[config.mk]
export PLATFORM = sky130hd
export DESIGN_NAME = clk_edge_meter
export DESIGN_NICKNAME = d
export VERILOG_FILES = /design/src/rtl/clk_edge_meter.sv
export SDC_FILE = /design/constraint.sdc
export NUM_CORES = 1
export LEC_CHECK = 0
export CAP_MARGIN = 0
export CORE_MARGIN = 5
export CORE_UTILIZATION = 45
export CTS_CLUSTER_SIZE = 8
export DETAILED_ROUTE_END_ITERATION = 7
export HOLD_SLACK_MARGIN = 0.1
export PLACE_DENSITY = 0.76
export SLEW_MARGIN = 20
export SYNTH_ARGS = -nofsm -noshare
export SYNTH_HDL_FRONTEND = slang
export SYNTH_SLANG_ARGS = --single-unit
export TNS_END_PERCENT = 30
[constraint.sdc]
create_clock -name Clk -period 2.79 [get_ports Clk]
set_input_delay 0.558 -clock Clk [delete_from_list [all_inputs] [get_ports Clk]]
set_output_delay 0.558 -clock Clk [all_outputs]
set_load 0.02 [all_outputs]
[src/rtl/clk_edge_meter.sv]
// clk_edge_meter: synchronises a slow asynchronous square wave into the Clk
// domain, emits rise/fall ticks and measures high, low and period lengths
// in Clk cycles. Flags a stalled input when no edge arrives within TIMEOUT.
module clk_edge_meter #(
  parameter int unsigned CNT_W   = 29,
  parameter int unsigned TIMEOUT = 200000000
) (
  input  logic             Clk,
  input  logic             Rst,
  input  logic             SigIn,
  output logic             RiseTick,
  output logic             FallTick,
  output logic [CNT_W-1:0] HighCnt,
  output logic [CNT_W-1:0] LowCnt,
  output logic [CNT_W:0]   PeriodCnt,
  output logic             Valid,
  output logic             Stalled
);

  typedef enum logic [1:0] {
    WAIT_RISE,
    MEAS_HIGH,
    MEAS_LOW
  } state_t;

  localparam logic [CNT_W-1:0] TIMEOUT_C = CNT_W'(TIMEOUT);
  localparam logic [CNT_W-1:0] ONE_C     = CNT_W'(1);

  state_t           state;
  state_t           state_nxt;
  logic             s1;
  logic             s2;
  logic             sp;
  logic             rise;
  logic             fall;
  logic [CNT_W-1:0] cnt;
  logic [CNT_W-1:0] hi_tmp;
  logic             at_timeout;
  logic             capture_hi;
  logic             publish;
  logic             set_stall;
  logic             clr_stall;

  assign rise       = s2 & ~sp;
  assign fall       = ~s2 & sp;
  assign at_timeout = (cnt == TIMEOUT_C) && !rise && !fall;

  // Two-flop synchroniser plus history flop for edge detection
  always_ff @(posedge Clk) begin
    if (Rst) begin
      s1 <= 1'b0;
      s2 <= 1'b0;
      sp <= 1'b0;
    end else begin
      s1 <= SigIn;
      s2 <= s1;
      sp <= s2;
    end
  end

  // Registered edge ticks
  always_ff @(posedge Clk) begin
    if (Rst) begin
      RiseTick <= 1'b0;
      FallTick <= 1'b0;
    end else begin
      RiseTick <= rise;
      FallTick <= fall;
    end
  end

  // Cycle counter: restarts at 1 on every edge, saturates instead of wrapping
  always_ff @(posedge Clk) begin
    if (Rst) begin
      cnt <= '0;
    end else if (rise || fall) begin
      cnt <= ONE_C;
    end else if (cnt != '1) begin
      cnt <= cnt + ONE_C;
    end
  end

  // Measurement state register
  always_ff @(posedge Clk) begin
    if (Rst) begin
      state <= WAIT_RISE;
    end else begin
      state <= state_nxt;
    end
  end

  // Next-state and datapath strobes; an edge always beats the timeout
  always_comb begin
    state_nxt  = state;
    capture_hi = 1'b0;
    publish    = 1'b0;
    set_stall  = 1'b0;
    clr_stall  = 1'b0;
    case (state)
      WAIT_RISE: begin
        if (rise) begin
          state_nxt = MEAS_HIGH;
          clr_stall = 1'b1;
        end
      end
      MEAS_HIGH: begin
        if (fall) begin
          capture_hi = 1'b1;
          state_nxt  = MEAS_LOW;
        end else if (at_timeout) begin
          set_stall = 1'b1;
          state_nxt = WAIT_RISE;
        end
      end
      MEAS_LOW: begin
        if (rise) begin
          publish   = 1'b1;
          state_nxt = MEAS_HIGH;
        end else if (at_timeout) begin
          set_stall = 1'b1;
          state_nxt = WAIT_RISE;
        end
      end
      default: state_nxt = WAIT_RISE;
    endcase
  end

  // Measurement registers, Valid pulse and stall flag
  always_ff @(posedge Clk) begin
    if (Rst) begin
      hi_tmp    <= '0;
      HighCnt   <= '0;
      LowCnt    <= '0;
      PeriodCnt <= '0;
      Valid     <= 1'b0;
      Stalled   <= 1'b0;
    end else begin
      Valid <= publish;
      if (capture_hi) begin
        hi_tmp <= cnt;
      end
      if (publish) begin
        HighCnt   <= hi_tmp;
        LowCnt    <= cnt;
        PeriodCnt <= {1'b0, hi_tmp} + {1'b0, cnt};
      end
      if (set_stall) begin
        Stalled <= 1'b1;
      end else if (clr_stall) begin
        Stalled <= 1'b0;
      end
    end
  end

endmodule

Yosys cells after proc, flatten, opt, wreduce, memory -nomap -nowiden
Index checks and enable logic that the tools add are counted.
{"block": "totals", "reg_bits": 155, "out_inout_bits": 92, "word_cells": 52}
{"block": "classes", "add_sub_neg": 2, "eq_ne": 5, "muxes": 18, "bitwise": 4, "reduce_logical": 9}
{"cell": "$add A29 B29 Y30", "n": 1}
{"cell": "$add A29 B1 Y29 const B", "n": 1}
{"cell": "$eq A29 B28 Y1 const B", "n": 1}
{"cell": "$ne A29 B29 Y1 const B", "n": 1}
{"cell": "$mux W1", "n": 12}
{"cell": "$mux W2", "n": 4}
{"cell": "$pmux W2 S3", "n": 1}
{"cell": "$reduce_bool A2 Y1", "n": 2}
{"cell": "$and A1 B1 Y1", "n": 2}
{"cell": "$eq A2 B1 Y1 const B", "n": 1}
{"cell": "$eq A2 B2 Y1 const B", "n": 1}
{"cell": "$logic_and A1 B1 Y1", "n": 2}
{"cell": "$logic_not A1 Y1", "n": 2}
{"cell": "$logic_not A2 Y1", "n": 1}
{"cell": "$ne A2 B2 Y1 const B", "n": 1}
{"cell": "$not A1 Y1", "n": 2}
{"cell": "$pmux W1 S2", "n": 1}
{"cell": "$reduce_or A2 Y1", "n": 1}
{"cell": "$logic_or A1 B1 Y1", "n": 1}

Depth between registers and ports, before layout
{"block": "depth", "depth_word": 9, "ltp_mapped": 9}

Least setup slack after synthesis
Ideal clock, no wire load.
{"block": "synth_path", "kind": "register to register", "start": "register cnt[0]", "end": "register PeriodCnt[26]", "arrival_time_ns": 2.519, "slack_ns": 0.148, "stages_incl_launch_ff": 10, "n_path_buf": 0, "path_cell_list": "dfxtp_1 -> ha_1 -> fa_1 -> a21o_1 -> a221o_1 -> a221o_2 -> a211oi_4 -> o32ai_1 -> xnor2_1 -> o21ai_1"}
{"block": "synth_via", "elab_chain_cells": 1}
{"element": "start, declared", "line_no": "36", "source": "logic [CNT_W-1:0] cnt;"}
{"element": "start signal, assigned", "line_no": "79", "source": "cnt <= cnt + ONE_C;"}
{"element": "$add A29 B29 Y30", "line_no": "145", "source": "PeriodCnt <= {1'b0, hi_tmp} + {1'b0, cnt};"}
{"element": "end signal, assigned", "line_no": "145"}
{"element": "end, declared", "line_no": "15", "source": "output logic [CNT_W:0] PeriodCnt,"}
No other way between the ends.
A chain may end at the register's enable or synchronous reset.

Final worst setup path
{"block": "layout_path", "start": "register hi_tmp[0]", "end": "register PeriodCnt[26]"}
{"block": "layout_via", "elab_chain_cells": 1}
{"element": "start, declared", "line_no": "37", "source": "logic [CNT_W-1:0] hi_tmp;"}
{"element": "start signal, assigned", "line_no": "140", "source": "hi_tmp <= cnt;"}
{"element": "$add A29 B29 Y30", "line_no": "145"}
No other way between the ends.

==> run_results.csv <==
group,metric,value,unit
logic_synthesis,synth_edf_count,0,
cells_and_area,final_cells,1247,
floorplan,ios,95,
cts,cts_tree,"built",
timing,worstMarginPinSlew,779,ps
cts,path_clk_slew,60,ps
setup_path,timing.critical_path.to_type,"flop",
cells_and_area,fill_cells,1450,
global_route,grt-ovfl-total,0,
global_route,busiest_layer,"met2",
logic_synthesis,synth_cells,933,
floorplan,fp-row-count,46,
status,outcome,"complete, no violations",
setup_path,crit_arrival,3020,ps
setup_path,slowest_delay,430,ps
global_route,antenna_found_initial,0,
cells_and_area,layout_common_cells,"nand2_1, dfxtp_1, a21oi_1",
cells_and_area,antenna_cells,0,
logic_synthesis,ys_types,61,
logic_synthesis,yosysSeqAreaShare,42.3,%
floorplan,core_area,0.0159,mm²
global_route,grt_max_degree,73,
cells_and_area,multiInputGateArea,0.00396,mm²
timing,grt_setup_unrepaired,"yes",
cts,root_buffer,"clkbuf_16",
timing,setup_viol,0,
cts,cts_buffers,17,
cells_and_area,fin_area,0.00916,mm²
timing,hold_viol,0,
route,drtIter0Drc,704,
global_route,grt_pass1_wl,31800,µm
cts,ctsHoldBuffers,0,
cells_and_area,final_nets,1059,
power,power.leakage,3.30,nW
route,drc_errors,0,
cts,clk_latency,440,ps
cells_and_area,syn_to_final_growth,24.9,%
setup_path,cp_max_fo,5,
route,antenna_left,0,
global_route,met3_usage,4.53,%
route,vias_per_cell,5.52,
global_route,track_usage,21.2,%
timing,finClkSkew,9.56,ps
setup_path,cp.required,3100,ps
route,first_pass_iters,7,
logic_synthesis,avgSynthCellArea,7.86,µm²
floorplan,die_width,138,µm
logic_synthesis,ys.flop_type,"dfxtp_1",
route,wl_per_cell,16.0,µm
cells_and_area,regArea,0.00310,mm²
cts,cts_max_path_buffers,2,
logic_synthesis,ys_async_sr_fraction,0,%
placement,hpwl,13900,µm
logic_synthesis,yosys_warnings,0,
placement,dp.cells,1214,
floorplan,die_area,0.0189,mm²
setup_path,path_cells,"ha_1, fa_2, a21o_1, a221o_1, a221o_2, a211oi_4, o32ai_1, xnor2_1, o21ai_1",
global_route,grt_pass1_vias,6308,
timing,slew_violations,0,
setup_path,worst_path_max_delay_cell,"a221o_2",
logic_synthesis,yosysTopAreaCell,"dfxtp_1",
cells_and_area,fin_util,57.4,%
cells_and_area,drive_gt1_share,7.18,%
power,peakVddDrop,0.000472,V
route,vias,6887,
timing,min_period,2710,ps
setup_path,crit_path_start_kind,"flop",
logic_synthesis,syn_nets,974,
timing,fin_crit_sh,97.0,%
route,wirelength,19900,µm
flow_run,cap_viol_max_count,0,
logic_synthesis,synth_area_leaders,"dfxtp_1, nand2_1, a21oi_1",
timing,holdWs,441,ps
floorplan,dieHeight,138,µm
global_route,grt.met2_usage,32.6,%
cts,clock_sinks,155,
placement,port_buffers,94,
floorplan,start_util,46.0,%
global_route,grtUsageMet1,29.0,%
logic_synthesis,synth_top_area_share,42.3,%
hold_path,hold_class,"flop to flop",
logic_synthesis,syn_area,0.00733,mm²
timing,maxSlewHeadroom,48.0,%
cts,htreeDepth,4,
cells_and_area,layout_commonest_cell,"nand2_1",
setup_path,worstSetupPathType,"flop to flop",
timing,fmax,370,MHz
power,p_per_area,498,mW/mm²
placement,gp_congestion,0.897,
logic_synthesis,synth-seq-cells,155,
placement,placed_cell_area,0.00857,mm²
## layer usage
layer  vias up  part of all wire, %  wire [µm]
met5         -                    0          0
met4         0                  2.5        492
met3        47                  7.0       1400
met2       241                   45       8910
met1      3220                   46       9090
li1       3379                    -          -
## synth_stat cells (14+ instances only)
cell and count:
a21oi_1 136, clkbuf_1 50, dfxtp_1 155, ha_1 37, inv_1 23, nand2_1 240, nand3_1 23, nor2_1 61
nor3_1 14, o21ai_0 19, xnor2_1 20, xor2_1 18
## per-stage QoR
step / total power [W] / worst slack (ps) / setup TNS [ps]
final: 0.00456 / 84.6 / 0
after global routing: 0.00470 / -22.7 / -22.7
after CTS: 0.00459 / 22.9 / 0
after detailed placement: 0.00238 / 17.1 / 0
after global placement: 0.00237 / 64.1 / 0
after floorplan: 0.00234 / 148 / 0
## sequential cells by signal (all words and copies together), names as in the netlist
signal and flops:
PeriodCnt 30, s1 1, s2 1, FallTick 1, LowCnt 29, state 2, sp 1, HighCnt 29
cnt 29, Stalled 1, Valid 1, RiseTick 1, hi_tmp 29
## area by class of cell
type	count	area share, %
Multi-Input combinational cell	700	43.2
Sequential cell	155	33.9
Timing Repair Buffer	121	12.9
Clock buffer	18	4.69
Tap cell	216	2.95
Clock inverter	14	1.48
Inverter	23	0.943
## repair_timing
action,CTS,global route
pin swaps,1,2
buffers inserted,0,1
setup endpoints to repair,1,7
resized for setup,0,4
## kinds of logic (layout without fill, tap and decap cells)
family	after synthesis	in the layout	share of synthesized area [%]
adders and majority gates	38	38	6.59
buffers and inverters	78	176	4.03
DFF	155	155	42.3
xor gates and xnor gates	38	38	4.54
and+or+nand+nor	398	398	23.7
muxes	1	1	0.137
AOI/OAI and AO/OA	225	225	18.7
## worst max-delay path, delay by kind of cell (launching register included)
family / cells / cell delay (ps)
fa+ha+maj: 2 / 590
compound gates: 6 / 1520
flops: 1 / 330
xor+xnor: 1 / 150
## worst paths after layout
path	start	endpoint	slack, ps	cells past startpoint
worst max-delay path	hi_tmp[0]	PeriodCnt[26]	80	9
worst min-delay path	s1	s2	440	1
worst max register to register	hi_tmp[0]	PeriodCnt[26]	80	9
worst min register to register	s1	s2	440	1
## power by group
part / leakage (nW) / total, W / internal, W / switching [W]
Sequential: 1.25 / 0.00222 / 0.00222 / 0.00000482
Combinational: 1.78 / 0.000105 / 0.0000291 / 0.0000758
Clock: 0.270 / 0.00223 / 0.00124 / 0.000988
No activity file was read; power rests on OpenSTA's default activity.
